**config.mk**
```make
export PLATFORM = sky130hd
export DESIGN_NAME = bram_word_arbiter
export DESIGN_NICKNAME = d
export VERILOG_FILES = /design/src/rtl/bram_word_arbiter.sv
export SDC_FILE = /design/constraint.sdc
export NUM_CORES = 1
export LEC_CHECK = 0
export ABC_AREA = 1
export BUFFER_PORTS_ARGS = -buffer_cell sky130_fd_sc_hd__buf_2
export CAP_MARGIN = 20
export CORE_MARGIN = 4
export CORE_UTILIZATION = 30
export DETAILED_ROUTE_END_ITERATION = 10
export GPL_TIMING_DRIVEN = 0
export HOLD_SLACK_MARGIN = 0.1
export PLACE_DENSITY = 0.63
export SLEW_MARGIN = 30
export SYNTH_ARGS = -nofsm -noshare
export SYNTH_HDL_FRONTEND = slang
export SYNTH_SLANG_ARGS = --single-unit
```
**constraint.sdc**
```tcl
create_clock -name clk -period 1.46 [get_ports clk]
set_input_delay 0.219 -clock clk [delete_from_list [all_inputs] [get_ports clk]]
set_output_delay 0.219 -clock clk [all_outputs]
set_load 0.01 [all_outputs]
```
**src/rtl/bram_word_arbiter.sv**
```systemverilog
// Round-robin arbiter that splits 32-bit word accesses into two byte-pair BRAM beats.
// Optional MISALIGN_CHECK_EN: misaligned accesses complete immediately with an error flag.
module bram_word_arbiter #(
  parameter int BRAM_AW = 12
) (
  input  logic               clk,
  input  logic               rst,
  input  logic               r0_req,
  input  logic               r0_we,
  input  logic [31:0]        r0_addr,
  input  logic [31:0]        r0_wdata,
  input  logic [3:0]         r0_be,
  output logic               r0_ack,
  output logic               r0_err,
  output logic [31:0]        r0_rdata,
  input  logic               r1_req,
  input  logic               r1_we,
  input  logic [31:0]        r1_addr,
  input  logic [31:0]        r1_wdata,
  input  logic [3:0]         r1_be,
  output logic               r1_ack,
  output logic               r1_err,
  output logic [31:0]        r1_rdata,
  output logic               busy,
  output logic               en,
  output logic               we_a,
  output logic               we_b,
  output logic [BRAM_AW-1:0] addr_a,
  output logic [BRAM_AW-1:0] addr_b,
  output logic [7:0]         data_a,
  output logic [7:0]         data_b,
  input  logic [7:0]         recv_data_a,
  input  logic [7:0]         recv_data_b
);

  typedef enum logic [2:0] {S_IDLE, S_A0, S_A1, S_A2, S_ACK} state_t;

  state_t             r_state;
  state_t             w_next;
  logic               r_last_grant;
  logic               r_id;
  logic               r_we;
  logic [BRAM_AW-3:0] r_word;
  logic [31:0]        r_wdata;
  logic [3:0]         r_be;
  logic [31:0]        r_rd_data;

  logic               w_grant_valid;
  logic               w_grant_id;
  logic               w_misalign;
  logic [BRAM_AW-3:0] w_sel_word;
  logic               w_unused_addr;

  assign w_grant_valid = r0_req | r1_req;
  // On a tie the requester that did not win last time is served.
  assign w_grant_id    = (r0_req & r1_req) ? ~r_last_grant : r1_req;
  assign w_sel_word    = w_grant_id ? r1_addr[BRAM_AW-1:2] : r0_addr[BRAM_AW-1:2];
  assign w_unused_addr = ^{r0_addr[31:BRAM_AW], r1_addr[31:BRAM_AW], r0_addr[1:0], r1_addr[1:0]};

`ifdef MISALIGN_CHECK_EN
  logic r_err;
  assign w_misalign = w_grant_id ? (|r1_addr[1:0]) : (|r0_addr[1:0]);
`else
  assign w_misalign = 1'b0;
`endif

  always_ff @(posedge clk) begin
    if (!rst) r_state <= S_IDLE;
    else      r_state <= w_next;
  end

  always_comb begin
    w_next = r_state;
    case (r_state)
      S_IDLE:  if (w_grant_valid) w_next = w_misalign ? S_ACK : S_A0;
      S_A0:    w_next = S_A1;
      S_A1:    w_next = r_we ? S_ACK : S_A2;
      S_A2:    w_next = S_ACK;
      S_ACK:   w_next = S_IDLE;
      default: w_next = S_IDLE;
    endcase
  end

  always_ff @(posedge clk) begin
    if (!rst) begin
      r_last_grant <= 1'b1;
      r_id         <= 1'b0;
      r_we         <= 1'b0;
      r_word       <= '0;
      r_wdata      <= '0;
      r_be         <= '0;
      r_rd_data    <= '0;
`ifdef MISALIGN_CHECK_EN
      r_err        <= 1'b0;
`endif
    end else begin
      if (r_state == S_IDLE && w_grant_valid) begin
        r_id         <= w_grant_id;
        r_last_grant <= w_grant_id;
        r_we         <= w_grant_id ? r1_we    : r0_we;
        r_wdata      <= w_grant_id ? r1_wdata : r0_wdata;
        r_be         <= w_grant_id ? r1_be    : r0_be;
        r_word       <= w_sel_word;
`ifdef MISALIGN_CHECK_EN
        r_err        <= w_misalign;
`endif
      end
      // BRAM read data lags the address by one cycle, so each beat lands one state later.
      if (r_state == S_A1 && !r_we) r_rd_data[15:0]  <= {recv_data_b, recv_data_a};
      if (r_state == S_A2)          r_rd_data[31:16] <= {recv_data_b, recv_data_a};
    end
  end

  always_comb begin
    busy   = (r_state != S_IDLE);
    en     = 1'b0;
    we_a   = 1'b0;
    we_b   = 1'b0;
    addr_a = '0;
    addr_b = '0;
    data_a = '0;
    data_b = '0;
    r0_ack = 1'b0;
    r1_ack = 1'b0;
    r0_err = 1'b0;
    r1_err = 1'b0;
    case (r_state)
      S_A0: begin
        en     = 1'b1;
        addr_a = {r_word, 2'b00};
        addr_b = {r_word, 2'b01};
        data_a = r_wdata[7:0];
        data_b = r_wdata[15:8];
        we_a   = r_we & r_be[0];
        we_b   = r_we & r_be[1];
      end
      S_A1: begin
        en     = 1'b1;
        addr_a = {r_word, 2'b10};
        addr_b = {r_word, 2'b11};
        data_a = r_wdata[23:16];
        data_b = r_wdata[31:24];
        we_a   = r_we & r_be[2];
        we_b   = r_we & r_be[3];
      end
      S_ACK: begin
        r0_ack = ~r_id;
        r1_ack = r_id;
`ifdef MISALIGN_CHECK_EN
        r0_err = ~r_id & r_err;
        r1_err = r_id & r_err;
`endif
      end
      default: ;
    endcase
  end

  assign r0_rdata = r_rd_data;
  assign r1_rdata = r_rd_data;

endmodule
```
* Word-level counts from Yosys, hierarchy flattened
Cells that the tools add are included.
** Word-level totals
- Bits in registers :: 84
- Latch bits :: 0
- Memory bits (writable) :: 0
- Memory bits (read-only) :: 0
- Bits of input ports :: 158
- Output and inout port bits :: 112
- Logic and storage cells :: 45
- Memories :: 0
** Cells by class
- $add $sub $neg :: 0
- Multipliers :: 0
- Divide/modulo/power cells :: 0
- $lt $le $gt $ge :: 0
- Equal/unequal tests :: 5
- Shifts and indexed selects :: 0
- Muxes and demuxes :: 17
- Bitwise operators :: 8
- Reduce and logical (&&, ||, !) cells :: 6
** Operator list (count)
- $pmux W12 S2 :: 2
- $mux W32 :: 1
- $pmux W8 S2 :: 2
- $pmux W3 S4 :: 1
- $mux W10 :: 1
- $eq A3 B2 Y1 const B :: 2
- $mux W3 :: 2
- $and A1 B1 Y1 :: 5
- $mux W1 :: 5
- $mux W4 :: 1
- $pmux W1 S2 :: 2
- $eq A3 B1 Y1 const B :: 1
- $eq A3 B3 Y1 const B :: 1
- $logic_not A3 Y1 :: 1
- $reduce_bool A3 Y1 :: 1
- $logic_and A1 B1 Y1 :: 2
- $ne A2 B2 Y1 const B :: 1
- $not A1 Y1 :: 2
- $reduce_or A2 Y1 :: 1
- $logic_not A1 Y1 :: 1
- $or A1 B1 Y1 :: 1

* Logic depth before layout (Yosys ltp)
- Depth in word-level cells :: 3
- Depth in mapped cells :: 8
- Depth with buffers taken out :: 7

* Least setup slack after synthesis
Ideal clock, no wire load.
- Path kind :: register -> output
- Start point :: register r_state[1]
- End point :: output addr_b[10]
- Arrival time :: 1341 ps
- Required time :: 1241 ps
- Setup slack :: -100 ps
- Stages on the path, launching flop included :: 7
- Path buffers :: 2
- Cell sequence :: dfxtp_1 -> nand3_2 -> buf_2 -> nand2_1 -> inv_2 -> nor2_1 -> buf_4
** Between the ends
- Longest elaborated chain between the ends :: 2
- Elaborated cells on any way between the ends :: 3
- Those cells by class :: eq/ne: 2; mux: 1
** RTL lines
- from (decl) :: line 38 : state_t r_state;
- from (signal assigned) :: line 69 : else r_state <= w_next;
- $eq A3 B2 Y1 / $eq A3 B1 Y1 (equally long branches) :: line 127 : case (r_state)
- $pmux W12 S2 (*) :: line 127
- to (decl) :: line 29 : output logic [BRAM_AW-1:0] addr_b,
Every way passes the cells marked *; elsewhere a longest branch is shown, timed or not.

* Final worst setup path
- Start point :: register r_state[2]
- End point :: output data_a[6]
** Between the ends
- Longest elaborated chain between the ends :: 2
- Elaborated cells on any way between the ends :: 3
- Those cells by class :: eq/ne: 2; mux: 1
** RTL lines
- $eq A3 B2 Y1 / $eq A3 B1 Y1 (equally long branches) :: line 127
- $pmux W8 S2 (*) :: line 127
- to (decl) :: line 30 : output logic [7:0] data_a,
Marks and branches as above.

==> summary.txt <==
Outcome: finished with violations
Post-route insts no fill: 1282
Placed Cells: 1238
WL/cell: 13.1 um
DRC Markers: 0
Hold wc startpoint: recv_data_b[2]
Max Cap Viol: 0
Final Skew: 5.45 ps
Total track usage: 0.180
Maximum vdd ir drop: 0.620 mV
Register area share after synthesis: 0.355
Gate Count Post-Synth: 804
Pwr per Cell Area: 1360 mW/mm2
Die Y: 134 um
Avg Synthesized Cell Area: 5.89 um2
Die span in x: 134 um
Root Driver: clkbuf_16
CTS Buffer Depth: 2
Fin. Hold Viols: 0
Clock share of power: 0.220
FF+latch count, synth: 84
Final Max Tran Viols: 0
Final setup viols: 99
Pwr Total: 10.4 mW
Hold_ws: 124 ps
Filler Cell Count: 1561
Worst-path fanout max: 10
Worst-path cell chain: inv_4 > nand3_4 > buf_8 > buf_6 > o22ai_2 > buf_2
FMAX: 0.586 GHz
Top cell type's share of synthesized area: 0.355
FF+latch area: 0.00169 mm2
CP peak stage delay: 360 ps
Layout area overhead: 61.4%
Least-Margin Pin Slew: 740 ps
Core area: 0.0153 mm2
# IOs: 270
Leak pwr: 4.37 nW
Clock Sinks: 84
Post-synth top cells: nand2_1, nor2_1, inv_1, dfxtp_1, buf_4
Vias in the first global route: 4863
First drt pass iteration count: 5
Min-Delay Path Depth: 3
Clk Latency, worst-skew pair: 340 ps
Headroom to the max-slew limit: 0.506
Initial core utilization: 0.309
Final ANT Viol Nets: 0
Final min period: 1710 ps
CTS tree: built
Finished Core Util: 0.499
Slowest cell on the critical path: dfxtp_4
Critical Path End Type: output pin
RSZ-0062 raised after global routing: true
Switching pwr: 3.95 mW
Max H-tree Level: 3
First-pass GRT wire length: 25400 um
Pint: 6.41 mW
Violated checks: setup timing
Reg2Reg Depth: 9
Die area: 0.0178 mm2
CP arrival: 1490 ps
Place WS: -414 ps
I/O Buffers: 221
CTS buffer count: 9
R2R Setup Slk: -80 ps
Combinational fraction of design power: 0.494
Unique cell type count in the Yosys netlist: 22
Initial antenna violation count: 0
Crit path kind: register to output pin
FF-to-FF End: r_be[3]$_SDFFE_PN0P_
Sequential share of power: 0.285
Share of layout cells above drive strength 1: 0.433
Post-DP HPWL: 12300 um
Worst hold-check path type: input pin to register
Vias: 5280
Iteration-0 DRC Markers: 197
Antenna Cells: 0
Fin worst setup slack: -247 ps
Multi-input gate area: 0.00260 mm2
Ys Warns: 0
Nets: 1225
Ys async rst share: 0
Startpoint types: register
Period utilisation layout: 1.17
Top-count cell post-synth: nand2_1
Final GP Congestion: 0.814
Largest net degree at the start of global routing: 13
Hold_buf cts: 0
Endpoint, Worst Hold: r0_rdata[26]$_SDFFE_PN0N_
Via density: 4.12
Worst flop-to-flop path startpoint: r_state[0]$_SDFFE_PN0P_
Global route overflow: 0
Number of synthesized flops with an enable pin: 0
Req. time, crit path: 1240 ps
Main synth FF type: dfxtp_1
Sw Share: 0.381
Largest area contributor in the netlist: dfxtp_1
Cell row count: 45
Top cells by area, synth: dfxtp_1, nand2_1, nor2_1
WL final: 16800 um
Mapped cell area: 0.00473 mm2
Clk slew on worst S/H paths: 60 ps
==> power by group through the flow <==
| stage | Combinational (mW) | Clock, mW | Sequential (mW) |
|---|---|---|---|
| global placement | 3.45 | 0 | 2.98 |
| floorplan | 2.27 | 0 | 3.00 |
| CTS | 4.45 | 2.32 | 2.95 |
| global route | 5.62 | 2.42 | 3.01 |
| detailed placement | 3.48 | 0 | 2.99 |
| finish | 5.12 | 2.28 | 2.96 |
==> repair_timing <==
item,4_1_cts,5_1_grt
gates resized for setup,107,151
cloned,4,3
setup buffers,17,8
endpoints found under the setup margin,79,103
pin swaps,14,68
==> sequential cells by signal (all words and copies together), names as in the netlist <==
register      cells
r0_rdata         32
r_be              4
r_id              1
r_last_grant      1
r_state           3
r_wdata          32
r_we              1
r_word           10
==> layout by cell type, fill, tap and decap left out, types with 8 or more instances in the layout <==
cell type  instances
nor2_1           125
buf_4             66
nor2_4            23
o22ai_2           11
inv_1            144
a21oi_1           20
nand2_4           27
buf_2            209
dfxtp_1           81
buf_6             28
nand2_1          203
clkbuf_1           8
nand2_2           19
o21ai_0           16
clkbuf_16         11
nor2_2            25
==> worst max path at each step <==
stage	start	end	slack [ps]
floorplan	r_state[1]$_SDFFE_PN0P_	addr_b[10]	20
global placement	r_state[2]$_SDFFE_PN0P_	addr_b[11]	-420
detailed placement	r_state[2]$_SDFFE_PN0P_	addr_b[11]	-410
CTS	r_state[2]$_SDFFE_PN0P_	addr_b[11]	-270
global route	r_state[2]$_SDFFE_PN0P_	addr_b[8]	-320
finish	r_state[2]$_SDFFE_PN0P_	data_a[6]	-250
==> metrics by stage <==
| step | setup TNS, ps | cell area (um2) |
|---|---|---|
| 2_1_floorplan | 0 | 4770 |
| 3_3_place_gp | -19900 | 6140 |
| 3_5_place_dp | -19230 | 6140 |
| 4_1_cts | -9930 | 7090 |
| 5_1_grt | -18550 | 7640 |
| 6_report | -10040 | 7640 |
==> worst max-delay path, delay by kind of cell, from the launching register on <==
family,cells,cell delay [ps]
buffers and inverters,4,540
AO/OA/AOI/OAI,1,170
flip-flops,1,360
AND/OR/NAND/NOR,1,70
==> logic make-up after synthesis <==
kind of cell / Yosys count / synth area share
buffers and inverters: 234 / 0.233
and+or+nand+nor: 431 / 0.350
AOI/OAI and AO/OA: 54 / 0.0613
DFF: 84 / 0.355
other: 1 / 0.000792
==> per-layer routing <==
layer	share of wire	routed length (um)	vias up	track usage
li1	-	-	2797	-
met1	0.43	7310	2281	0.222
met2	0.47	7910	190	0.303
met3	0.081	1350	12	0.0510
met4	0.014	228	0	0.0583
met5	0	0	-	0
==> area by class of cell <==
class | instances | share of cell area
Buffer | 83 | 0.0865
Clock buffer | 14 | 0.0372
Clock inverter | 1 | 0.000655
Inverter | 150 | 0.0763
Multi-Input combinational cell | 488 | 0.340
Sequential cell | 84 | 0.222
Tap cell | 211 | 0.0346
Timing Repair Buffer | 250 | 0.202
Timing Repair inverter | 1 | 0.00115
Note: power is estimated with default switching activity, not from simulation.
